==> config.mk <==
export PLATFORM = sky130hd
export DESIGN_NAME = aes_stream_loader
export DESIGN_NICKNAME = d
export VERILOG_FILES = /design/src/rtl/aes_pkg.sv /design/src/rtl/aes_word_serializer.sv /design/src/rtl/aes_stream_loader.sv
export SDC_FILE = /design/constraint.sdc
export NUM_CORES = 1
export LEC_CHECK = 0
export ABC_AREA = 1
export CORE_AREA = 2 2 279 281
export DETAILED_ROUTE_END_ITERATION = 8
export DIE_AREA = 0 0 281 283
export PLACE_DENSITY = 0.53
export SETUP_SLACK_MARGIN = 0.3
export SYNTH_ARGS = -nofsm -noshare
export SYNTH_HDL_FRONTEND = slang
export SYNTH_HIERARCHICAL = 1
export SYNTH_SLANG_ARGS = --single-unit
==> constraint.sdc <==
create_clock -name clk -period 3 [get_ports clk]
set_input_delay 0.45 -clock clk [delete_from_list [all_inputs] [get_ports clk]]
set_output_delay 0.45 -clock clk [all_outputs]
set_load 0.01 [all_outputs]
==> src/rtl/aes_pkg.sv <==
// Shared types and helpers for the word-serial AES-128 loader.
package aes_pkg;

  localparam int unsigned WORDS_PER_BLOCK = 4;

  typedef logic [127:0] block_t;
  typedef logic [31:0]  word_t;
  typedef logic [1:0]   wsel_t;

  typedef enum logic [1:0] {
    StFill,
    StSettle,
    StDrain
  } loader_state_t;

  // Big-endian word select: word 0 is bits [127:96].
  function automatic word_t word_get(block_t b, wsel_t idx);
    word_t w;
    case (idx)
      2'd0:    w = b[127:96];
      2'd1:    w = b[95:64];
      2'd2:    w = b[63:32];
      default: w = b[31:0];
    endcase
    return w;
  endfunction

  function automatic block_t word_put(block_t b, wsel_t idx, word_t w);
    block_t r;
    r = b;
    case (idx)
      2'd0:    r[127:96] = w;
      2'd1:    r[95:64]  = w;
      2'd2:    r[63:32]  = w;
      default: r[31:0]   = w;
    endcase
    return r;
  endfunction

endpackage

==> src/rtl/aes_word_serializer.sv <==
// Holds the captured ciphertext and returns it as four 32-bit words over valid/ready.
module aes_word_serializer
  import aes_pkg::*;
(
  input  logic   clk,
  input  logic   rst,
  input  logic   load,
  input  block_t block,
  output word_t  out_data,
  output logic   out_valid,
  input  logic   out_ready,
  output logic   done
);

  block_t ct_reg;
  wsel_t  wcnt;
  logic   last;

  assign last     = (wcnt == wsel_t'(WORDS_PER_BLOCK - 1));
  assign out_data = word_get(ct_reg, wcnt);
  assign done     = out_valid && out_ready && last;

  always_ff @(posedge clk) begin
    if (rst) begin
      ct_reg    <= '0;
      wcnt      <= '0;
      out_valid <= 1'b0;
    end else if (load) begin
      ct_reg    <= block;
      wcnt      <= '0;
      out_valid <= 1'b1;
    end else if (out_valid && out_ready) begin
      if (last) begin
        wcnt      <= '0;
        out_valid <= 1'b0;
      end else begin
        wcnt <= wcnt + 1'b1;
      end
    end
  end

endmodule

==> src/rtl/aes_stream_loader.sv <==
// Word-serial front/back end for a combinational AES-128 core.
// Define AES_LOADER_CBC_EN to chain blocks in CBC mode; otherwise plain ECB and iv_in is unused.
module aes_stream_loader
  import aes_pkg::*;
#(
  parameter int unsigned SETTLE_CYCLES = 2
) (
  input  logic   clk,
  input  logic   rst,
  input  block_t key_in,
  input  block_t iv_in,
  input  logic   key_load,
  input  word_t  in_data,
  input  logic   in_valid,
  output logic   in_ready,
  output word_t  out_data,
  output logic   out_valid,
  input  logic   out_ready,
  output logic   busy,
  output block_t core_pt,
  output block_t core_key,
  input  block_t core_ct
);

  loader_state_t state;
  wsel_t         wcnt;
  logic [3:0]    scnt;
  block_t        asm_blk;
  block_t        asm_next;
  block_t        pt_next;
  logic          accept;
  logic          capture;
  logic          drain_done;

`ifdef AES_LOADER_CBC_EN
  block_t chain;
  assign pt_next = asm_next ^ chain;
`else
  logic unused_iv;
  assign unused_iv = ^iv_in;
  assign pt_next   = asm_next;
`endif

  // Gated by rst so no word is offered while reset is held.
  assign in_ready = (state == StFill) && !rst;
  assign busy     = (state != StFill);
  assign accept   = in_valid && in_ready;
  assign capture  = (state == StSettle) && (scnt == 4'd0);
  assign asm_next = word_put(asm_blk, wcnt, in_data);

  always_ff @(posedge clk) begin
    if (rst) begin
      state    <= StFill;
      wcnt     <= '0;
      scnt     <= '0;
      asm_blk  <= '0;
      core_pt  <= '0;
      core_key <= '0;
`ifdef AES_LOADER_CBC_EN
      chain    <= '0;
`endif
    end else begin
      case (state)
        StFill: begin
          if (key_load && (wcnt == 2'd0)) begin
            core_key <= key_in;
`ifdef AES_LOADER_CBC_EN
            chain    <= iv_in;
`endif
          end
          if (accept) begin
            asm_blk <= asm_next;
            if (wcnt == wsel_t'(WORDS_PER_BLOCK - 1)) begin
              core_pt <= pt_next;
              state   <= StSettle;
              scnt    <= 4'(SETTLE_CYCLES - 1);
              wcnt    <= '0;
            end else begin
              wcnt <= wcnt + 1'b1;
            end
          end
        end
        StSettle: begin
          if (capture) begin
            state <= StDrain;
`ifdef AES_LOADER_CBC_EN
            chain <= core_ct;
`endif
          end else begin
            scnt <= scnt - 1'b1;
          end
        end
        StDrain: begin
          if (drain_done) state <= StFill;
        end
        default: state <= StFill;
      endcase
    end
  end

  aes_word_serializer u_ser (
    .clk       (clk),
    .rst       (rst),
    .load      (capture),
    .block     (core_ct),
    .out_data  (out_data),
    .out_valid (out_valid),
    .out_ready (out_ready),
    .done      (drain_done)
  );

endmodule

# Word level (Yosys, flattened, before mapping)
# Cells that the tools add are included.
# op_classes
n_mux,19
eq_ne,13
n_reduce_logical,23
n_addsub,3
# op_table
operator,n
32-bit two-way mux,4
32-bit case mux with 3 select lines,1
2-bit two-way mux,6
4-bit two-way mux,3
"2-bit equality test, second input constant",5
"2-bit != test, second input constant",4
4-bit case mux with 2 select lines,1
4-bit AND reduction,2
2-bit nonzero test,4
"2-bit by 1-bit equality test with 1-bit output, second input constant",3
1-bit logical AND,6
2-bit zero test,3
2-bit case mux with 3 select lines,1
2-bit AND reduction,3
"2-bit by 1-bit adder with 2-bit output, second input constant",2
4-bit zero test,1
"4-bit by 1-bit subtractor with 4-bit output, second input constant",1
1-bit two-way mux,3
3-bit AND reduction,1
3-bit OR reduction,1
"2-bit by 1-bit != test with 1-bit output, second input constant",1
2-bit OR reduction,1
1-bit zero test,1
# word_totals
input_bits,421
register_bits,523
elab_cells,67

# Depth between registers and ports, before layout
# depth
ltp_word,5
mapped_depth,10
ltp_nobuf,8

# Modules after synthesis
# The synthesis kept the hierarchy.
# modules_own_cells
mod,area_per_inst_um2,n_inst,cells_per_inst,seq_area_each_um2
aes_stream_loader,13928.4,1,1907,7206.9
aes_word_serializer,6348.6,1,822,2622.5

# Least setup slack after synthesis
# No wires, ideal clock.
# synth_path
path_kind,flip-flop to output port
from,register u_ser.wcnt[0]
to,output out_data[0]
slack_ps,1427
required_time_ps,2550
path_stages_with_launch,6
t_arrival_ps,1123
cell_sequence,dfxtp_1 > ha_1 > buf_2 > clkbuf_1 > nand2_1 > nand2_1
# synth_via
elab_chain_cells,2
# synth_lines
element,line,rtl
"start, declared",aes_word_serializer.sv:16,wsel_t wcnt;
"start signal, assigned",aes_word_serializer.sv:37,wcnt <= wcnt + 1'b1;
2-bit equality test (tied with other cells),aes_pkg.sv:19,case (idx)
32-bit case mux with 3 select lines (*),aes_pkg.sv:19,
"end, declared",aes_stream_loader.sv:16,"output word_t out_data,"
# Every way passes the cells marked *; elsewhere a longest branch is shown, timed or not.

# Worst setup path in the final report
# layout_path
from,register u_ser.wcnt[0]
to,output out_data[21]
# Same word-level chain as after synthesis.

==> impl_metrics.tcl <==
set metrics [dict create \
    grt_max_degree 154 \
    reg2reg_depth 6 \
    max_cap_viol_count 0 \
    rows 102 \
    power_mw 16.2 \
    status "complete, no violations" \
    r2r_start "wcnt[0]" \
    crit_arrival_ns 2.18 \
    antenna_found_initial 28 \
    r2r_slack_ns 1.03 \
    period_share 0.876 \
    synthCells 2729 \
    ys_warn_count 6 \
    fin_skew_ns 0.0240 \
    dr_wl_met2_mm 30.9 \
    crit_fanout 7 \
    relSlewSlack 0.280 \
    cp-end-kind "output pin" \
    hpwl_mm 48.8 \
    drive_above_1_share 0.111 \
    cp.required_ns 2.55 \
    clock_path_buffers 3 \
    synth_area_um2 20300 \
    peakVddDrop_mv 0.396 \
    final_cells 4314 \
    final.min_clock_period_ns 2.63 \
    worstSetupPathType "flop to output pin" \
    cts_buffers 57 \
    die_area_um2 79500 \
    drt_pass1_iterations 5 \
    wirelength_mm 72.8 \
    cts_hold_buf 0 \
    io_pins 712 \
    yosys.cell_types.count 22 \
    dpl_cell_area_um2 26800 \
    finalMaxSlewViolations 0 \
    final_core_utilization 0.376 \
    grt_use_total 0.175 \
    timing.final.ws_setup_ns 0.371 \
    critPathMostFrequentCell "nand2_1" \
    grt_pass1_vias 17455 \
    critical_path.top_delay_family "buffers and inverters" \
    root_buffer "clkbuf_16" \
    synth_seq_area_share 0.485 \
    cpMaxStageDelayCell "dfxtp_4" \
    hold_slack_ns 0.246 \
    drc 0 \
    post-place-ws_ns 0.698 \
    cp.depth 9 \
    clock_sinks 491 \
    dp.cells 4196 \
    initial_core_util 0.264 \
    setup_viol 0 \
    drt_first_iter_violations 978 \
    path_clk_slew_ns 0.06 \
    ant_nets 0 \
    insertion_delay_ns 0.61 \
    power_density_nw_per_um2 562 \
    io_buffers 583 \
    finalHoldViolCount 0 \
    final_cell_mix "nand2_1, clkdlybuf4s50_1, dfxtp_1, o21ai_0, nor2_1" \
    cp_num_buf_inv 4 \
    p_leak_nw 10.8 \
    crit_path_max_incr_delay_ns 0.37 \
    cp-startpoint "u_ser/wcnt[0]" \
    cp-start-kind "flop" \
    hold_path_class "input port to flop" \
    cts_tree "yes" \
    area_growth_pct 42.3 \
    rsz0062_at_grt "false" \
    worst_pin_slew_ns 1.08 \
    fin_setup_tns_ns 0 \
    yosysTopAreaCell "dfxtp_1" \
    synth-seq-cells 491 \
    wire_per_inst_um 16.9 \
    synthTopCellsByArea "dfxtp_1, nand2_1, o21ai_0" \
    drt-met1-wl_mm 32.7 \
    die_h_um 283 \
    layout.cells.most_common "nand2_1" \
    core_area_um2 76700 \
    r2r_end "core_pt[123]" \
    met3WireLength_mm 7.35 \
    min_from "rst" \
    top_layer_used "met5" \
    num-nets-final 3655 \
    yosysTopAreaCellShare 0.485 \
    vias 18706 \
    htreeDepth 2 \
    die-width_um 281 \
    synthesis.nets 3160 \
    viasPerCell 4.34 \
    overflow 0 \
    path_cells "inv_2 > ha_4 > buf_12 > buf_4 > nand2_1 > nand3_1 > nand2_1 > nand2_1 > dlygate4sd2_1" \
    grt_pass1_wl_mm 108 \
    crit_end "out_data[21]" \
    avgSynthCellArea_um2 7.43 \
    max_freq_ghz 0.380 \
    stdcell_area_um2 28900 \
    gp_congestion 0.830 \
]
[Yosys cell counts]
master      n
a21oi_2   100
inv_2       3
nand2_1   652
nor2_1    278
buf_2      86
dfxtp_1   491
o21ai_1    36
buf_4       7
inv_1     242
o21ai_0   320
nand2_2   102
buf_1       4
nand4_1     1
nor2_2      2
a21oi_1   159
nand3_1   135
ha_1       10
clkinv_2    1
buf_12     11
buf_6       9
clkbuf_1   79
nor3_1      1
[area by class of cell]
cell class | count | area [um2]
Antenna cell | 8 | 20.0
Fill cell | 8004 | 47800
Sequential cell | 491 | 9830
Multi-Input combinational cell | 1796 | 8490
Tap cell | 1040 | 1300
Inverter | 246 | 940
Timing Repair Buffer | 632 | 6440
Clock buffer | 84 | 1660
Clock inverter | 17 | 176
[worst min-delay path by stage]
stage,slack [ns],cells after the start,to
2_1_floorplan,0.44,2,u_ser/ct_reg[88]
3_3_place_gp,0.43,2,core_pt[93]
3_5_place_dp,0.43,2,core_pt[13]
4_1_cts,0.20,4,scnt[3]
5_1_grt,0.23,4,scnt[3]
6_report,0.25,4,scnt[1]
[tightest hold or removal path, stage by stage]
cell     delay, ns
buf_6         0.11
inv_8         0.11
nand2_1       0.09
nor2_1        0.03
[cell families (layout without fill, tap and decap cells)]
| kind of cell | after synthesis | count (layout) | synth area share |
|---|---|---|---|
| AO/OA/AOI/OAI | 615 | 615 | 0.170 |
| adder cells (fa/ha/maj) | 10 | 10 | 0.00617 |
| AND/OR/NAND/NOR | 1171 | 1171 | 0.238 |
| other | 0 | 8 | 0 |
| flip-flops | 491 | 491 | 0.485 |
| buffers and inverters | 442 | 979 | 0.101 |
[where the power goes]
group | total [mW] | switching, mW | internal (mW)
Clock | 6.93 | 2.87 | 4.05
Combinational | 2.26 | 1.19 | 1.06
Sequential | 7.03 | 0.166 | 6.86
[routing by layer]
metal,up-vias,GRT usage
met5,-,0
met4,38,0.0436
met3,126,0.0729
met2,477,0.264
met1,8451,0.231
li1,9614,-
[repair_timing]
item                       in CTS  in global routing
pin swaps                       1                  0
resized for setup              50                 14
buffers inserted                6                  0
cloned                          3                  0
setup endpoints to repair      33                 12
Note: power is estimated with default switching activity, not from simulation.
